<file path="config.mk">
export PLATFORM = sky130hd
export DESIGN_NAME = logic_arbiter
export DESIGN_NICKNAME = d
export VERILOG_FILES = /design/src/rtl/logic_arbiter.sv
export SDC_FILE = /design/constraint.sdc
export NUM_CORES = 1
export LEC_CHECK = 0
export ABC_AREA = 1
export CAP_MARGIN = 20
export CORE_MARGIN = 3
export CORE_UTILIZATION = 48
export DETAILED_ROUTE_END_ITERATION = 7
export GPL_ROUTABILITY_DRIVEN = 0
export GPL_TIMING_DRIVEN = 0
export PLACE_DENSITY = 0.81
export SKIP_CTS_REPAIR_TIMING = 1
export SLEW_MARGIN = 20
export SYNTH_ARGS = -nofsm -noshare
export SYNTH_HDL_FRONTEND = slang
export SYNTH_SLANG_ARGS = --single-unit
</file>
<file path="constraint.sdc">
create_clock -name clk -period 2.1 [get_ports clk]
set_input_delay 0.63 -clock clk [delete_from_list [all_inputs] [get_ports clk]]
set_output_delay 0.63 -clock clk [all_outputs]
set_load 0.05 [all_outputs]
</file>
<file path="src/rtl/logic_arbiter.sv">
// Two-requester round-robin front end sharing one bitwise logic unit.
// One operation in flight: accept, one execute cycle, then hold the result until consumed.
//
// state | meaning
// IDLE  | arbitrate; ready asserted for the granted, valid requester
// EXEC  | compute from latched operands, load result registers
// RESP  | res_valid high, result held until res_ready
module logic_arbiter #(
    parameter int WIDTH = 16
) (
    input  logic             clk,
    input  logic             rst_n,
    input  logic             req0_valid,
    output logic             req0_ready,
    input  logic [WIDTH-1:0] req0_a,
    input  logic [WIDTH-1:0] req0_b,
    input  logic [1:0]       req0_op,
    input  logic             req1_valid,
    output logic             req1_ready,
    input  logic [WIDTH-1:0] req1_a,
    input  logic [WIDTH-1:0] req1_b,
    input  logic [1:0]       req1_op,
    output logic             res_valid,
    input  logic             res_ready,
    output logic [WIDTH-1:0] res_data,
    output logic             res_id,
    output logic             res_zero
);

    typedef enum logic [1:0] {
        IDLE = 2'd0,
        EXEC = 2'd1,
        RESP = 2'd2
    } state_t;

    state_t           state, state_nxt;
    logic             last_grant;
    logic             grant_vld;
    logic             grant_id;
    logic             accept;
    logic [WIDTH-1:0] op_a, op_b;
    logic [1:0]       op_code;
    logic             op_id;
    logic [WIDTH-1:0] alu;

    // A tie goes to whoever was not granted last.
    always_comb begin
        grant_vld = 1'b0;
        grant_id  = 1'b0;
        if (req0_valid && req1_valid) begin
            grant_vld = 1'b1;
            grant_id  = ~last_grant;
        end else if (req0_valid) begin
            grant_vld = 1'b1;
            grant_id  = 1'b0;
        end else if (req1_valid) begin
            grant_vld = 1'b1;
            grant_id  = 1'b1;
        end
    end

    assign accept = (state == IDLE) && grant_vld;

    always_comb begin
        case (op_code)
            2'b00:   alu = op_a & op_b;
            2'b01:   alu = op_a | op_b;
            2'b10:   alu = op_a ^ op_b;
            default: alu = ~op_a;
        endcase
    end

    always_ff @(posedge clk or negedge rst_n) begin
        if (!rst_n) begin
            state <= IDLE;
        end else begin
            state <= state_nxt;
        end
    end

    always_comb begin
        state_nxt = IDLE;
        case (state)
            IDLE:    state_nxt = grant_vld ? EXEC : IDLE;
            EXEC:    state_nxt = RESP;
            RESP:    state_nxt = res_ready ? IDLE : RESP;
            default: state_nxt = IDLE;
        endcase
    end

    // Ready is gated by rst_n so it stays low while reset is held.
    always_comb begin
        req0_ready = rst_n && accept && (grant_id == 1'b0);
        req1_ready = rst_n && accept && (grant_id == 1'b1);
        res_valid  = (state == RESP);
    end

    always_ff @(posedge clk or negedge rst_n) begin
        if (!rst_n) begin
            last_grant <= 1'b1;
            op_a       <= '0;
            op_b       <= '0;
            op_code    <= 2'b00;
            op_id      <= 1'b0;
            res_data   <= '0;
            res_id     <= 1'b0;
            res_zero   <= 1'b0;
        end else begin
            if (accept) begin
                last_grant <= grant_id;
                op_id      <= grant_id;
                op_a       <= grant_id ? req1_a  : req0_a;
                op_b       <= grant_id ? req1_b  : req0_b;
                op_code    <= grant_id ? req1_op : req0_op;
            end
            if (state == EXEC) begin
                res_data <= alu;
                res_id   <= op_id;
                res_zero <= (alu == '0);
            end
        end
    end

endmodule

</file>
==> flow_metrics.py, run 1 <==
metrics = {
    "cts": {
        "cts_root_buffer": "clkbuf_8",
        "clk_pin_slew_ns": 0.10,
        "cts_tree": "built",
        "cts_buffers": 5,
        "htree_num_levels": 2,
        "clk_path_buf_depth": 2,
        "clk_latency_ns": 0.31,
        "cts_sinks": 56,
    },
    "yosys": {
        "muxShareOfSynthArea_pct": 0,
        "syn_avg_cell_area_um2": 7.797,
        "syn_nets": 533,
        "synth-simple-area-share_pct": 21.33,
        "synthAdderAreaFrac_pct": 12.00,
        "yosysTopAreaCell": "dfrtp_1",
        "synth.area.top_cells": "dfrtp_1, ha_1, nand2_1, o21ai_0, o22ai_1",
        "ys_seq_area_share_pct": 42.03,
        "netlist.area_leader.share_pct": 41.24,
        "syn_area_um2": 3337,
        "synthXorXnorAreaFrac_pct": 0,
        "synth.distinct_cells": 20,
        "synthCells": 428,
        "ys_seq_elements": 56,
        "synth_compound_area_share_pct": 15.52,
        "synth_top_family_by_area": "simple AND/OR/NAND/NOR gates",
        "ys_warn_count": 0,
    },
    "routing": {
        "wirelength_um": 9822,
        "drc": 0,
        "drtAntennaViolNets": 0,
        "wire_per_inst_um": 16.13,
        "dr_total_vias": 3363,
        "drt_iter0_drc": 203,
        "drtPass1Iterations": 5,
        "routed_via_density": 5.522,
    },
    "min_path": {
        "hold_class": "input port to async pin",
    },
    "placement": {
        "post-dp-hpwl_um": 7264,
        "portBuffers": 93,
    },
    "global_route": {
        "grt_usage_pct": 25.44,
        "grt_max_degree": 58,
        "grt_pass1_vias": 3388,
        "antenna_found_initial": 0,
        "grt_overflow": 0,
        "grt_pass1_wl_um": 15680,
    },
    "worst_setup_path": {
        "arrival_ns": 1.48,
        "crit_slowest_cell": "dfstp_2",
        "end_kind": "output pin",
        "crit_path_start_kind": "flip-flop",
        "path_class": "flip-flop to output pin",
        "path_cells": "nand2_2 -> nand2_4 -> inv_6 -> buf_8 -> nand2_2 -> nor2_4 -> buf_8",
        "worstPathRequired_ns": 1.47,
        "slowest_delay_ns": 0.55,
        "path_max_fanout": 4,
    },
    "final_layout": {
        "area_delta_synth_final_pct": 39.97,
        "drive_above_1_share_pct": 6.767,
        "fillCellCount": 515,
        "fin_nets": 637,
        "postLayoutCoreUtil_pct": 71.51,
        "final_cell_mix": "nand2_1, clkdlybuf4s50_1, o21ai_0, dfrtp_1, nor2_1",
        "final_common_cell": "nand2_1",
        "antenna_cells": 0,
    },
    "sta": {
        "maxSlewViolCount": 0,
        "setup_ws_ns": -0.007908,
        "max_slew_margin_pct": 58.61,
        "rsz0062_at_grt": "true",
        "hold_ws_ns": 0.1306,
        "min_period_ns": 2.108,
        "period_share_pct": 100.4,
        "skew_ns": 0.006710,
        "hold_viol": 0,
        "worstMarginPinSlew_ns": 0.6209,
        "fmax_mhz": 474.4,
        "setup_violations": 1,
    },
    "pwr": {
        "cellPowerDensity_nw_per_um2": 1489,
        "peakVddDrop_mv": 0.6162,
        "cellLeakagePower_nw": 2.426,
    },
    "floorplan": {
        "ioPinCount": 94,
        "die_area_um2": 7989,
        "core_area_um2": 6531,
        "rows": 29,
        "die_h_um": 89.38,
        "start_util_pct": 51.09,
        "die_x_um": 89.38,
    },
    "run_status": {
        "status": "finished with violations",
        "violations": "setup timing",
    },
    "flow_run": {
        "maxCapViolCount": 0,
    },
}
==> flip-flops by register name, summed over array words and instances, names as in the netlist <==
name	cells
res_id	1
op_b	16
op_a	16
state	2
res_data	16
op_code	2
op_id	1
res_zero	1
last_grant	1
==> routing by layer <==
| metal | track usage, % | part of all wire [%] | vias up |
|---|---|---|---|
| met1 | 33.66 | 41 | 1568 |
| met2 | 42.06 | 49 | 159 |
| li1 | - | - | 1611 |
| met4 | 9.202 | 2.6 | 0 |
| met3 | 4.147 | 7.4 | 25 |
| met5 | 0 | 0 | - |
==> critical path: cells and delay by family (launching register included) <==
| kind | cells | cell delay (ns) |
|---|---|---|
| buf+inv | 3 | 0.30 |
| flops | 1 | 0.55 |
| simple gates | 4 | 0.30 |
==> final timing paths <==
path	start	to	slack (ns)	depth (start not counted)
hold reg to reg	res_id	res_id	0.49	2
setup reg to reg	state[1]	op_code[0]	0.34	6
setup / recovery	last_grant	req1_ready	-0.008	7
max in group asynchronous	rst_n	last_grant	1.74	1
min in group clk	res_id	res_id	0.49	2
hold / removal	rst_n	op_a[12]	0.13	1
==> cell families (layout without fill, tap and decap cells) <==
logic type	after synthesis	count (layout)
fa+ha+maj	32	32
compound gates	95	95
buf+inv	72	176
simple gates	173	173
flops	56	56
==> cell usage after synthesis, drive strengths merged <==
master and number:
buf 8, clkbuf 15, clkinv 1, dfrtp 55, dfstp 1, ha 32, inv 48, nand2 90
nand3 25, nand3b 4, nand4 2, nor2 51, nor3 1, o21ai 61, o22ai 34
==> where the power goes <==
group          switching, W  total (W)  internal (W)  leakage, nW
sequential         0.000334    0.00195       0.00161        0.687
clock              0.000344   0.000813      0.000469       0.0642
combinational       0.00273    0.00419       0.00146         1.67
total               0.00341    0.00695       0.00354         2.43
==> final cells by class <==
cell class | count | area, µm² | area share [%]
multi-input combinational | 300 | 1668 | 35.71
sequential | 56 | 1403 | 30.03
timing repair buffer | 97 | 1055 | 22.58
inverter | 49 | 188.9 | 4.045
buffer | 23 | 131.4 | 2.813
tap | 77 | 96.34 | 2.063
clock buffer | 5 | 68.82 | 1.473
clock inverter | 2 | 60.06 | 1.286
==> metrics by stage <==
step                total power, W  area [µm²]  setup slack, ns  instances   TNS (ns)
floorplan                 0.004696        3376          0.01602        428          0
global placement          0.005891        4403           -3.002        598     -94.83
detailed placement        0.006046        4400           -1.208        598     -17.34
CTS                       0.006871        4529           -1.215        605     -6.134
global route              0.007521        4671         -0.06590        609    -0.1245
finish                    0.006953        4671        -0.007908        609  -0.007908
Power figures use the tool's default switching activity.
==> inputs of run 2 (changes only) <==
Settings changed: RECOVER_POWER set to 100.
==> results of run 2 <==
Same layout as run 1: the final DEF is identical, and so are final timing and power.
